File: src/rtl/slc3_mem_ctrl.sv
`timescale 1ns/1ps
// SLC-3 memory-side stage: turns the CPU's Mem_OE/Mem_WE strobes into timed SRAM cycles,
// reports completion on mem_ready and decodes one MMIO address (switches in, hex display out).
module slc3_mem_ctrl #(
  parameter int unsigned RD_WAIT = 2,
  parameter int unsigned WR_WAIT = 2,
  parameter logic [15:0] SW_ADDR = 16'hFFFF
) (
  input  logic        Clk,
  input  logic        Reset,
  input  logic        Mem_CE,
  input  logic        Mem_OE,
  input  logic        Mem_WE,
  input  logic        Mem_UB,
  input  logic        Mem_LB,
  input  logic [15:0] MAR,
  input  logic [15:0] data_to_mem,
  output logic [15:0] data_from_mem,
  output logic        mem_ready,
  input  logic [15:0] Switches,
  output logic [15:0] hex_out,
  output logic [15:0] sram_addr,
  output logic [15:0] sram_wdata,
  input  logic [15:0] sram_rdata,
  output logic        sram_dq_oe,
  output logic        sram_ce_n,
  output logic        sram_oe_n,
  output logic        sram_we_n,
  output logic        sram_ub_n,
  output logic        sram_lb_n,
  output logic        protocol_err
);

  typedef enum logic [2:0] {
    ST_IDLE,
    ST_RD_WAIT,
    ST_MMIO_RD,
    ST_RD_DONE,
    ST_WR_PULSE,
    ST_WR_HOLD
  } state_t;

  // Counters load with cycles-1 and the state exits when the count reaches zero.
  localparam logic [3:0] RD_LAST = 4'(RD_WAIT - 1);
  localparam logic [3:0] WR_LAST = 4'(WR_WAIT - 1);

  state_t     r_state;
  state_t     w_state_nxt;
  logic [3:0] r_cnt;
  logic [3:0] w_cnt_nxt;
  logic       r_ub_n;
  logic       r_lb_n;

  logic       w_req;
  logic       w_mmio;
  logic       w_accept;
  logic       w_ld_hex;
  logic       w_ld_rd_sram;
  logic       w_ld_rd_sw;

  always_comb begin
    w_req        = ~Mem_CE & (~Mem_OE | ~Mem_WE);
    w_mmio       = (MAR == SW_ADDR);
    w_state_nxt  = r_state;
    w_cnt_nxt    = r_cnt;
    w_accept     = 1'b0;
    w_ld_hex     = 1'b0;
    w_ld_rd_sram = 1'b0;
    w_ld_rd_sw   = 1'b0;
    mem_ready    = 1'b0;
    sram_ce_n    = 1'b1;
    sram_oe_n    = 1'b1;
    sram_we_n    = 1'b1;
    sram_ub_n    = 1'b1;
    sram_lb_n    = 1'b1;
    sram_dq_oe   = 1'b0;
    protocol_err = 1'b0;

    case (r_state)
      ST_IDLE: begin
        mem_ready = ~w_req;
        if (w_req) begin
          w_accept     = 1'b1;
          protocol_err = ~Mem_OE & ~Mem_WE & ~Reset;
          // A simultaneous read strobe is dropped in favour of the write.
          if (~Mem_WE) begin
            if (w_mmio) begin
              w_ld_hex    = 1'b1;
              w_state_nxt = ST_WR_HOLD;
            end else begin
              w_cnt_nxt   = WR_LAST;
              w_state_nxt = ST_WR_PULSE;
            end
          end else if (w_mmio) begin
            w_state_nxt = ST_MMIO_RD;
          end else begin
            w_cnt_nxt   = RD_LAST;
            w_state_nxt = ST_RD_WAIT;
          end
        end
      end

      ST_RD_WAIT: begin
        sram_ce_n = 1'b0;
        sram_oe_n = 1'b0;
        sram_ub_n = r_ub_n;
        sram_lb_n = r_lb_n;
        if (r_cnt == 4'd0) begin
          w_ld_rd_sram = 1'b1;
          w_state_nxt  = ST_RD_DONE;
        end else begin
          w_cnt_nxt = r_cnt - 4'd1;
        end
      end

      ST_MMIO_RD: begin
        w_ld_rd_sw  = 1'b1;
        w_state_nxt = ST_RD_DONE;
      end

      ST_RD_DONE: begin
        mem_ready = 1'b1;
        if (Mem_OE) w_state_nxt = ST_IDLE;
      end

      // The pulse runs to its full length even if the CPU drops Mem_WE early.
      ST_WR_PULSE: begin
        sram_ce_n  = 1'b0;
        sram_we_n  = 1'b0;
        sram_ub_n  = r_ub_n;
        sram_lb_n  = r_lb_n;
        sram_dq_oe = 1'b1;
        if (r_cnt == 4'd0) begin
          w_state_nxt = ST_WR_HOLD;
        end else begin
          w_cnt_nxt = r_cnt - 4'd1;
        end
      end

      ST_WR_HOLD: begin
        mem_ready = 1'b1;
        if (Mem_WE) w_state_nxt = ST_IDLE;
      end

      default: w_state_nxt = ST_IDLE;
    endcase
  end

  always_ff @(posedge Clk or posedge Reset) begin
    if (Reset) begin
      r_state <= ST_IDLE;
      r_cnt   <= 4'd0;
    end else begin
      r_state <= w_state_nxt;
      r_cnt   <= w_cnt_nxt;
    end
  end

  always_ff @(posedge Clk or posedge Reset) begin
    if (Reset) begin
      sram_addr     <= 16'h0000;
      sram_wdata    <= 16'h0000;
      r_ub_n        <= 1'b1;
      r_lb_n        <= 1'b1;
      hex_out       <= 16'h0000;
      data_from_mem <= 16'h0000;
    end else begin
      if (w_accept) begin
        sram_addr <= MAR;
        r_ub_n    <= Mem_UB;
        r_lb_n    <= Mem_LB;
        if (~Mem_WE) sram_wdata <= data_to_mem;
      end
      if (w_ld_hex)     hex_out       <= data_to_mem;
      if (w_ld_rd_sram) data_from_mem <= sram_rdata;
      if (w_ld_rd_sw)   data_from_mem <= Switches;
    end
  end

endmodule

File: config.mk
export PLATFORM = sky130hd
export DESIGN_NAME = slc3_mem_ctrl
export DESIGN_NICKNAME = d
export VERILOG_FILES = /design/src/rtl/slc3_mem_ctrl.sv
export SDC_FILE = /design/constraint.sdc
export NUM_CORES = 1
export LEC_CHECK = 0
export ABC_AREA = 1
export BUFFER_PORTS_ARGS = -buffer_cell sky130_fd_sc_hd__buf_2
export CORE_UTILIZATION = 35
export CTS_CLUSTER_SIZE = 10
export DETAILED_ROUTE_END_ITERATION = 16
export GPL_TIMING_DRIVEN = 0
export PLACE_DENSITY_LB_ADDON = 0.3
export SYNTH_ARGS = -nofsm -noshare
export SYNTH_HDL_FRONTEND = slang
export SYNTH_SLANG_ARGS = --single-unit
File: constraint.sdc
create_clock -name Clk -period 3.9 [get_ports Clk]
set_input_delay 0.585 -clock Clk [delete_from_list [all_inputs] [get_ports Clk]]
set_output_delay 0.585 -clock Clk [all_outputs]
set_load 0.01 [all_outputs]
==> metrics.csv, run 1 <==
stage,metric,value,unit
cells_and_area,area_growth,30.10,%
cts,cts-resized-gates,0,
logic_synthesis,synth_area_leaders,"dfrtp_1, nand2_1, nand3_1, mux2_2, o21a_1",
sta,clock_skew,7.892,ps
sta,worstMarginPinSlew,892.7,ps
logic_synthesis,synth_cell_types,32,
power,p_leak,2.341,nW
logic_synthesis,synth.mux.area_fraction,5.191,%
power,power_density,692.1,mW/mm^2
logic_synthesis,synth-xor-area-share,0,%
global_routing,grt_antenna_before_repair,0,
power,totalPowerFinal,0.003125,W
sta,max_freq,412.6,MHz
drt,drc_errors,0,
cts,cts_sinks,73,
logic_synthesis,yosys.area.top_type,dfrtp_1,
logic_synthesis,synth-edff-count,0,
sta,post-route-period-util,62.14,%
worst_setup_path,crit_path_max_fanout,10,
logic_synthesis,syn_area,0.003471,sq mm
cts,cts_tree,done,
worst_setup_path,crit_arrival,1840,ps
cells_and_area,final_cells,661,
worst_setup_path,cp_slowest_cell,dfrtp_1,
drt,ant_nets,0,
logic_synthesis,syn_nets,448,
logic_synthesis,synth_fa_ha_area_share,1.081,%
cts,clockBufferDepth,2,
worst_setup_path,cpPeakStageDelay,380,ps
flow_run,drv_cap,0,
logic_synthesis,synth_top_family_by_area,simple AND/OR/NAND/NOR gates,
logic_synthesis,synth_compound_area_share,8.904,%
floorplanning,die_area,0.01032,sq mm
cells_and_area,n_antenna_cell,0,
power,vdd_drop_max,328.5,uV
cts,cts_buffers,9,
worst_setup_path,path_class,flop to output pin,
drt,drt_iter0_markers,127,
logic_synthesis,syn_area_per_cell,9.280,sq um
worst_setup_path,r2r-end,data_from_mem[3],
worst_setup_path,crit_path_start,r_state[0],
placed_design,place_inst,645,
worst_setup_path,critical_path_depth,8,
cts,cts_setup_buffers,0,
drt,firstDrtPassIters,4,
run_status,status,finished clean,
cts,cts_root_buf,clkbuf_8,
cts,worstSkewPairLatency,340,ps
cells_and_area,drive_gt1_share,39.29,%
global_routing,grt_pass1_wl,13.50,mm
worst_setup_path,cp_common_cell,buf_2,
global_routing,first_global_vias,2970,
drt,wl,8.485,mm
logic_synthesis,synth_top_flop_cell,dfrtp_1,
global_routing,globalRouteTotalUtil,16.86,%
placed_design,dp_slack,1481,ps
cells_and_area,fin_area,0.004516,sq mm
logic_synthesis,synthCells,374,
placed_design,place_hpwl,6.368,mm
placed_design,port-buffer-count,142,
logic_synthesis,synth_simple_gate_area_share,25.05,%
drt,routed_via_density,4.619,
logic_synthesis,yosysTopAreaCellShare,51.19,%
worst_setup_path,cpLargestDelayFamily,simple AND/OR/NAND/NOR gates,
floorplanning,num_rows,35,
sta,post-route-min-period,2424,ps
logic_synthesis,yosysWarnings,0,
worst_setup_path,cp-start-kind,flop,
cts,cts_hold_buf,0,
floorplanning,start_util,36.86,%
worst_setup_path,path_cells,"buf_6, nor2_4, nand2_4, nor2_8, nand2_1, buf_2, nor3_2, buf_2",
worst_setup_path,cp-endpoint,protocol_err,
logic_synthesis,seq_area_frac_synth,52.70,%
placed_design,routabilityCongestion,0.8117,
floorplanning,die_y,101.6,microns
sta,rsz0062_at_grt,false,
logic_synthesis,synth-async-reset-ratio,100.0,%
worst_setup_path,worstPathRequired,3310,ps
cells_and_area,fin_nets,601,
worst_setup_path,r2r_setup_slack,2250,ps
sta,setup_viol_count_final,0,
worst_setup_path,r2r_start,r_cnt[0],
placed_design,placed_area,0.004345,sq mm
sta,setup_ws,1476,ps
sta,setup_total_negative_slack,0,ps
global_routing,grt_max_degree,74,
worst_setup_path,cp_num_buf_inv,3,
drt,wl_per_cell,12.84,microns
drt,num_vias,3053,
sta,slew_violations,0,
cts,clk_pin_slew,80,ps
global_routing,grt_overflow_total,0,
cts,htree_levels,3,
floorplanning,coreArea,0.009415,sq mm
worst_setup_path,endpoint_kind,output pin,
sta,max_slew_margin,40.49,%
floorplanning,fp.dieW,101.6,microns
logic_synthesis,synth_seq_cells,73,
floorplanning,io_pins,143,
worst_hold_path,min_path_type,primary input to flop,
sta,hold_viol,0,
worst_setup_path,rr_worst_depth,7,
==> stage by stage <==
step                      hold slack, ps  utilization (%)
after floorplan                    471.0                -
after global placement             451.8            46.13
after detailed placement           455.4            46.15
after CTS                          442.7            47.96
after global routing               459.0            47.96
final                              453.2            47.96
==> placed cells by master, fill, tap and decap left out, drive strengths merged, types with 7 or more instances in the layout <==
| cell type | synthesis | layout |
|---|---|---|
| clkbuf | 1 | 11 |
| inv | 33 | 34 |
| nor2 | 22 | 22 |
| o21ai | 24 | 24 |
| mux2 | 16 | 16 |
| nand3 | 46 | 46 |
| nand2 | 114 | 114 |
| a21oi | 7 | 7 |
| dfrtp | 71 | 71 |
| buf | 14 | 156 |
| o21a | 16 | 16 |
==> where the power goes <==
| group | total [W] | leakage (nW) | internal [W] | switching (W) |
|---|---|---|---|---|
| Clock | 0.000522 | 0.0827 | 0.000232 | 0.000290 |
| Combinational | 0.00140 | 1.42 | 0.000612 | 0.000791 |
| Sequential | 0.00120 | 0.836 | 0.00105 | 0.000150 |
| Total | 0.00313 | 2.34 | 0.00190 | 0.00123 |
==> sequential cells by signal (all words and copies together), names as in the netlist <==
name,flops
r_lb_n,1
sram_addr,16
data_from_mem,16
hex_out,16
r_ub_n,1
sram_wdata,16
r_cnt,4
r_state,3
==> cells by family (layout without fill, tap and decap cells) <==
kind of cell / after synthesis / after routing
and+or+nand+nor: 186 / 186
AOI/OAI and AO/OA: 48 / 48
adders and majority gates: 3 / 3
muxes: 16 / 16
buffers and inverters: 48 / 206
DFF: 73 / 73
==> per-layer routing <==
layer | part of all wire, % | track usage, %
met2 | 47 | 27.60
met1 | 45 | 21.07
met3 | 6.9 | 5.245
met5 | 0 | 0
met4 | 1.5 | 5.797
==> Yosys cell counts, types with 2 or more instances <==
master   count
nand2_2      2
nor2_1      19
a21oi_2      2
nand3_4      2
buf_6        6
dfstp_2      2
ha_1         3
buf_2        4
mux2_2      14
o21a_1      16
dfrtp_1     71
nand3_1     43
o21ai_2      2
nand2_4      3
buf_4        4
o21ai_0     14
a21oi_1      5
inv_2        2
inv_1       31
nor2_4       2
mux2_1       2
nand2_1    109
o21ai_1      7
==> worst register-to-register path: cells and delay by family, from the launching register on <==
kind / cells / cell delay (ps)
DFF: 1 / 400
AOI/OAI and AO/OA: 2 / 390
and+or+nand+nor: 2 / 290
buffers and inverters: 2 / 270
adders and majority gates: 1 / 190
==> worst min path at each step <==
stage | start | end | slack (ps) | cells past startpoint
after CTS | Mem_LB | r_lb_n | 440 | 3
after global placement | sram_wdata[7] | sram_wdata[7] | 450 | 2
after detailed placement | sram_wdata[5] | sram_wdata[5] | 460 | 2
final | Mem_UB | r_ub_n | 450 | 3
after floorplan | r_lb_n | r_lb_n | 470 | 2
after global routing | Mem_LB | r_lb_n | 460 | 3
==> layout make-up <==
class	instances	area, sq um
plain buffers	15	121.4
clock inverters	6	42.54
clock buffers	10	127.6
repair buffers	142	710.7
inverters	33	126.4
well taps	129	161.4
fillers	942	4900
multi-input cells	253	1396
flip-flops and latches	73	1829
No activity file was read; power rests on OpenSTA's default activity.
==> inputs of run 2 (changes only) <==
- clock period: 3.9 -> 2 ns (I/O delays scaled with it)
==> metrics.csv, run 2 (synthesized netlist as in run 1, its figures left out) <==
stage,metric,value,unit,change
floorplanning,coreArea,0.009415,sq mm,unchanged
cells_and_area,area_growth,34.03,%,
sta,hold_viol,0,,unchanged
worst_setup_path,cp-start-kind,flop,,
cells_and_area,layout_common_cells,"buf_2, nand2_1, dfrtp_1",,
power,power_density,1405,mW/mm^2,+100%
cts,cts_buffers,9,,unchanged
global_routing,globalRouteTotalUtil,17.58,%,+0.72 points
sta,post-route-period-util,94.88,%,
drt,wl_per_cell,12.91,microns,+0.56%
worst_setup_path,path_cells,"buf_6, nor2_4, nand2_4, nor2_8, nand2_2, buf_6, nor3_2, buf_2",,
power,vdd_drop_max,585.7,uV,+78%
floorplanning,num_rows,35,,unchanged
drt,drt_iter0_markers,94,,-26%
worst_setup_path,cp_common_cell,buf_6,,
sta,rsz0062_at_grt,false,,
worst_setup_path,rr_worst_depth,7,,unchanged
floorplanning,start_util,36.86,%,unchanged
floorplanning,io_pins,143,,unchanged
sta,worstMarginPinSlew,755.4,ps,-137.3 ps
sta,max_slew_margin,49.53,%,+9.0 points
power,p_sw,0.002404,W,+95%
global_routing,grt_overflow_total,0,,unchanged
cts,cts_sinks,73,,unchanged
drt,firstDrtPassIters,6,,+2
drt,ant_nets,0,,unchanged
global_routing,grt_pass1_wl,14.10,mm,+4.4%
cells_and_area,drive_gt1_share,40.41,%,+1.1 points
global_routing,grt_antenna_before_repair,0,,unchanged
worst_setup_path,r2r_setup_slack,340,ps,-1910 ps
worst_setup_path,crit_path_max_fanout,9,,-1
cells_and_area,fin_util,49.41,%,+1.4 points
cells_and_area,n_antenna_cell,0,,unchanged
power,p_leak,2.398,nW,+2.4%
cts,htree_levels,3,,unchanged
cells_and_area,fin_nets,606,,+0.83%
power,clkPwrFrac,21.2,%,+4.5 points
flow_run,drv_cap,0,,unchanged
sta,post-route-min-period,1898,ps,
sta,setup_ws,102.5,ps,-1374 ps
sta,max_freq,527.0,MHz,
worst_setup_path,r2r_start,r_state[0],,
power,switching_share,36.78,%,-2.6 points
floorplanning,fp.dieW,101.6,microns,unchanged
global_routing,grt_max_degree,41,,-45%
cts,cts_root_buf,clkbuf_8,,
worst_setup_path,cp_slowest_cell,dfrtp_1,,
worst_setup_path,path_class,flop to output pin,,
placed_design,routabilityCongestion,0.7821,,-3.6%
worst_setup_path,crit_arrival,1600,ps,-240 ps
sta,setup_viol_count_final,0,,unchanged
drt,num_vias,3024,,-0.95%
run_status,status,finished clean,,
worst_setup_path,worstPathRequired,1700,ps,-1610 ps
worst_setup_path,cp-endpoint,protocol_err,,
drt,drc_errors,0,,unchanged
cts,clk_pin_slew,80,ps,about the same
placed_design,dp_slack,-152.0,ps,-1633 ps
worst_setup_path,cpLargestDelayFamily,simple AND/OR/NAND/NOR gates,,
placed_design,port-buffer-count,142,,unchanged
power,totalPowerFinal,0.006535,W,+110%
power,comb_power_share,43.0,%,-1.9 points
sta,clock_skew,11.80,ps,+3.909 ps
floorplanning,die_area,0.01032,sq mm,unchanged
cts,worstSkewPairLatency,330,ps,about the same
drt,routed_via_density,4.541,,-1.7%
cells_and_area,mostFrequentLayoutCell,buf_2,,
worst_setup_path,r2r-end,hex_out[4],,
cts,cts_tree,done,,
power,p_seq_share,35.8,%,-2.6 points
worst_setup_path,cpPeakStageDelay,370,ps,about the same
cts,clockBufferDepth,2,,unchanged
global_routing,first_global_vias,3040,,+2.4%
worst_setup_path,endpoint_kind,output pin,,
placed_design,place_hpwl,6.626,mm,+4.0%
sta,slew_violations,0,,unchanged
worst_setup_path,crit_path_start,r_state[0],,
drt,wl,8.597,mm,+1.3%
power,p_int,0.004132,W,+120%
floorplanning,die_y,101.6,microns,unchanged
worst_setup_path,cp_num_buf_inv,3,,unchanged
worst_hold_path,min_path_type,primary input to asynchronous set/reset pin,,
worst_setup_path,critical_path_depth,8,,unchanged
-- run 2: cell types whose count changed in the layout (fill, tap and decap cells not counted) --
cell | before | now
nand2_2 | 2 | 3
dfrtp_2 | 0 | 2
inv_2 | 2 | 1
clkinvlp_4 | 2 | 3
clkinv_4 | 1 | 0
buf_12 | 0 | 1
buf_4 | 4 | 8
dfrtp_1 | 71 | 69
buf_6 | 6 | 7
clkinv_2 | 2 | 0
bufinv_16 | 0 | 3
nand2_1 | 109 | 108
buf_2 | 146 | 145
-- run 2: repair_timing --
item | CTS | global route
hold buffers | 0 | 0
pin swaps | 2 | 3
buffers inserted | 2 | 2
endpoints found under the setup margin | 1 | 1
resized for setup | 5 | 1
-- run 2: worst reg2reg max path: stages (launching register included) --
cell and delay (ps):
dfrtp_1 370, buf_6 140, nor2_4 140, nand2_4 90, buf_4 150, nor3b_4 280
buf_4 260, o21ai_0 110
-- run 2: metal layers --
metal	part of all wire, %	wire, microns	GRT usage, %
met5	0	0	0
met4	1.3	116	7.358
met3	7.2	623	5.107
met2	49	4189	29.68
met1	43	3667	20.94
-- run 2: worst min path at each step --
stage               slack (ps)           from  depth (start not counted)       endpoint
floorplan                  410         Mem_LB                          2         r_lb_n
global placement           450  sram_wdata[5]                          2  sram_wdata[5]
detailed placement         460  sram_wdata[7]                          2  sram_wdata[7]
CTS                        110          Reset                          2     hex_out[8]
global route               150          Reset                          2     hex_out[8]
finish                      90          Reset                          2    hex_out[14]
-- run 2: through the flow --
step                area [sq um]  hold WS [ps]  TNS (ps)  instances
detailed placement          4367         457.8     -1729        646
global route                4652         151.0         0        666
global placement            4347         450.0     -1256        645
finish                      4652         94.98         0        666
floorplan                   3475         412.9         0        374
CTS                         4634         107.9         0        664
-- run 2: cell type report --
| type | instances | area [sq um] |
|---|---|---|
| tap | 129 | 161.4 |
| buffer | 15 | 127.6 |
| timing repair buffer | 147 | 760.7 |
| sequential | 73 | 1832 |
| fill | 902 | 4763 |
| clock inverter | 6 | 113.9 |
| multi-input combinational | 253 | 1399 |
| inverter | 33 | 130.1 |
| clock buffer | 10 | 127.6 |
-- run 2: power by group through the flow --
stage          sequential (W)  combinational, W  clock (W)
5_1_grt               0.00241           0.00314    0.00148
2_1_floorplan         0.00258           0.00157          0
4_1_cts               0.00235           0.00283    0.00144
3_5_place_dp          0.00236           0.00279          0
6_report              0.00234           0.00281    0.00139
3_3_place_gp          0.00234           0.00273          0
==> inputs of run 3 (changes only) <==
- ABC_AREA: 1 -> 0
==> metrics.csv, run 3 <==
stage,metric,value,unit,change
run_status,status,finished clean,,
logic_synthesis,syn_area_per_cell,13.52,sq um,+46%
cts,htree_levels,3,,unchanged
cts,cts_sinks,73,,unchanged
global_routing,grt_pass1_wl,11.51,mm,-18%
cts,clk_pin_slew,70,ps,about the same
cells_and_area,register_area,0.001831,sq mm,about the same
logic_synthesis,synth_top_family_by_area,multiplexers,,
logic_synthesis,synth_top_flop_cell,dfrtp_1,,
logic_synthesis,yosys.area.top_type,dfrtp_1,,
logic_synthesis,synth_fa_ha_area_share,1.138,%,+0.057 points
power,p_leak,2.293,nW,-4.4%
worst_hold_path,min_path_type,primary input to flop,,
sta,setup_viol_count_final,0,,unchanged
worst_setup_path,path_class,flop to output pin,,
logic_synthesis,synth_common_cells,"dfrtp_1, mux2_2, nand2_1, o21ai_0, mux2i_1",,
floorplanning,num_rows,35,,unchanged
worst_setup_path,r2r_start,r_state[2],,
floorplanning,die_area,0.009816,sq mm,-4.9%
drt,routed_via_density,4.763,,+4.9%
logic_synthesis,syn_area,0.003298,sq mm,-5.0%
cells_and_area,mostFrequentLayoutCell,buf_2,,
global_routing,grt_overflow_total,0,,unchanged
logic_synthesis,seq_area_frac_synth,55.46,%,+2.8 points
global_routing,grt_antenna_before_repair,0,,unchanged
sta,worstMarginPinSlew,546.7,ps,-208.7 ps
logic_synthesis,synth_simple_gate_area_share,8.801,%,-16 points
placed_design,routabilityCongestion,0.7123,,-8.9%
worst_setup_path,rr_worst_depth,7,,unchanged
worst_setup_path,cpPeakStageDelay,400,ps,+30 ps
worst_setup_path,r2r_setup_slack,150,ps,-190 ps
sta,slew_violations,0,,unchanged
floorplanning,start_util,35.86,%,-1.0 points
worst_setup_path,path_cells,"buf_6, or2_4, or2_2, inv_1, buf_2",,
drt,ant_nets,0,,unchanged
sta,clock_skew,9.691,ps,-2.111 ps
worst_setup_path,cp_slowest_cell,dfrtp_1,,
logic_synthesis,synth_seq_cells,73,,unchanged
worst_setup_path,crit_path_max_fanout,10,,+1
drt,drt_iter0_markers,39,,-59%
cts,cts_buffers,9,,unchanged
worst_setup_path,endpoint_kind,output pin,,
floorplanning,io_pins,143,,unchanged
logic_synthesis,synth-edff-count,0,,unchanged
worst_setup_path,worstPathRequired,1700,ps,about the same
floorplanning,coreArea,0.009196,sq mm,-2.3%
cells_and_area,n_fill_cell,852,,-5.5%
sta,hold_ws,200.0,ps,+105.0 ps
placed_design,place_inst,499,,-23%
cells_and_area,fin_nets,478,,-21%
worst_setup_path,cp-endpoint,sram_dq_oe,,
flow_run,drv_cap,0,,unchanged
worst_setup_path,cp-start-kind,flop,,
drt,wl_per_cell,13.94,microns,+8.0%
cts,cts_tree,done,,
sta,post-route-min-period,1929,ps,+31.58 ps
floorplanning,fp.dieW,99.08,microns,-2.5%
placed_design,port-buffer-count,142,,unchanged
cells_and_area,fin_util,48.79,%,-0.62 points
global_routing,grt_max_degree,36,,-12%
drt,wl,7.251,mm,-16%
cts,clockBufferDepth,2,,unchanged
logic_synthesis,yosysTopAreaCellShare,53.87,%,+2.7 points
cells_and_area,n_antenna_cell,0,,unchanged
cells_and_area,final_cells,520,,-22%
logic_synthesis,synth.mux.area_fraction,23.75,%,+19 points
sta,hold_viol,0,,unchanged
logic_synthesis,synth_area_leaders,"dfrtp_1, mux2_2, mux2i_1, mux2_4, o21ai_0",,
logic_synthesis,synth_compound_area_share,6.563,%,-2.3 points
power,totalPowerFinal,0.006392,W,-2.2%
power,vdd_drop_max,743.0,uV,+27%
sta,max_freq,518.4,MHz,-1.6%
cts,cts_root_buf,clkbuf_8,,
cts,worstSkewPairLatency,330,ps,about the same
cells_and_area,layout_common_cells,"buf_2, dfrtp_1, mux2_2",,
drt,num_vias,2477,,-18%
logic_synthesis,synth_cell_types,43,,+34%
logic_synthesis,yosysMostFrequentCell,dfrtp_1,,
sta,max_slew_margin,63.27,%,+14 points
drt,drc_errors,0,,unchanged
worst_setup_path,crit_path_start,r_state[0],,
cells_and_area,drive_gt1_share,60.15,%,+20 points
logic_synthesis,synthCells,244,,-35%
cells_and_area,multiInputGateArea,0.001366,sq mm,-2.3%
logic_synthesis,synth-xor-area-share,0.2656,%,+0.27 points
cells_and_area,area_growth,36.04,%,
power,power_density,1425,mW/mm^2,+1.4%
worst_setup_path,crit_arrival,1630,ps,+30 ps
worst_setup_path,r2r-end,sram_wdata[5],,
sta,rsz0062_at_grt,false,,
sta,setup_total_negative_slack,0,ps,unchanged
drt,firstDrtPassIters,4,,-2
logic_synthesis,synth-async-reset-ratio,100.0,%,unchanged
global_routing,globalRouteTotalUtil,14.93,%,-2.7 points
sta,post-route-period-util,96.46,%,+1.6 points
logic_synthesis,yosysWarnings,0,,unchanged
placed_design,place_hpwl,5.333,mm,-20%
logic_synthesis,syn_nets,318,,-29%
floorplanning,die_y,99.08,microns,-2.5%
global_routing,first_global_vias,2398,,-21%
## run 3: cell types whose count changed after synthesis, moves of 4 or more
cell | previous run | this run
inv_1 | 31 | 7
o21ai_1 | 7 | 0
o21ai_0 | 14 | 18
o21a_1 | 16 | 0
mux2i_1 | 0 | 16
nand2_1 | 109 | 18
mux2_4 | 0 | 10
or3_1 | 0 | 4
nand3_1 | 43 | 1
nor2_1 | 19 | 2
mux2_2 | 14 | 42
nand4_1 | 0 | 4
## run 3: where the power goes
part | total [W] | internal (W) | switching (W) | leakage, nW
clock network | 0.00126 | 0.000708 | 0.000556 | 0.107
registers | 0.00235 | 0.00207 | 0.000280 | 0.910
logic | 0.00278 | 0.00138 | 0.00140 | 1.28
total | 0.00639 | 0.00416 | 0.00223 | 2.29
## run 3: logic make-up after synthesis
logic type / after synthesis
buf+inv: 20
compound gates: 33
simple gates: 46
xor+xnor: 1
flops: 73
fa+ha+maj: 3
mux: 68
## run 3: timing repair
item / 4_1_cts / 5_1_grt
hold buffers: 1 / 0
pin swaps: 2 / 0
gates resized for setup: 5 / 2
buffers inserted: 6 / 0
setup endpoints to repair: 5 / 4
hold endpoints to repair: 10 / 0
## run 3: cell type report
cell class	count	area share, %
Buffer	11	2.175
Sequential cell	73	40.80
Tap cell	111	3.095
Multi-Input combinational cell	151	30.45
Clock inverter	6	2.008
Clock buffer	10	2.844
Timing Repair Buffer	151	17.96
Inverter	7	0.6693
## run 3: routing by layer
metal  GRT usage, %  share of wire [%]  wire (microns)  up-vias
li1               -                  -               -     1194
met1          19.54                 46            3350     1173
met2          23.83                 45            3297      100
met3          4.043                7.2             520       10
met4          5.430                1.1              82        0
met5              0                  0               0        -
## run 3: worst min path at each step
| stage | to | from | slack (ps) | cells past startpoint |
|---|---|---|---|---|
| after floorplan | sram_wdata[0] | data_to_mem[0] | 450 | 1 |
| after global placement | data_from_mem[8] | data_from_mem[8] | 460 | 2 |
| after detailed placement | sram_addr[6] | Reset | 270 | 2 |
| after CTS | r_lb_n | Mem_LB | 180 | 2 |
| after global routing | sram_wdata[6] | data_to_mem[6] | 180 | 2 |
| final | r_ub_n | Mem_UB | 200 | 2 |
## run 3: worst max-delay path: cells and delay by family, from the launching register on
kind	cells	cell delay [ps]
flip-flops	1	400
buffers and inverters	3	330
AND/OR/NAND/NOR	2	580
## run 3: stage by stage
step | setup slack [ps] | area (sq um)
after floorplan | 222.9 | 3302
after global placement | -247.7 | 4151
after detailed placement | -295.4 | 4192
after CTS | 8.461 | 4479
after global routing | 11.66 | 4487
final | 70.88 | 4487
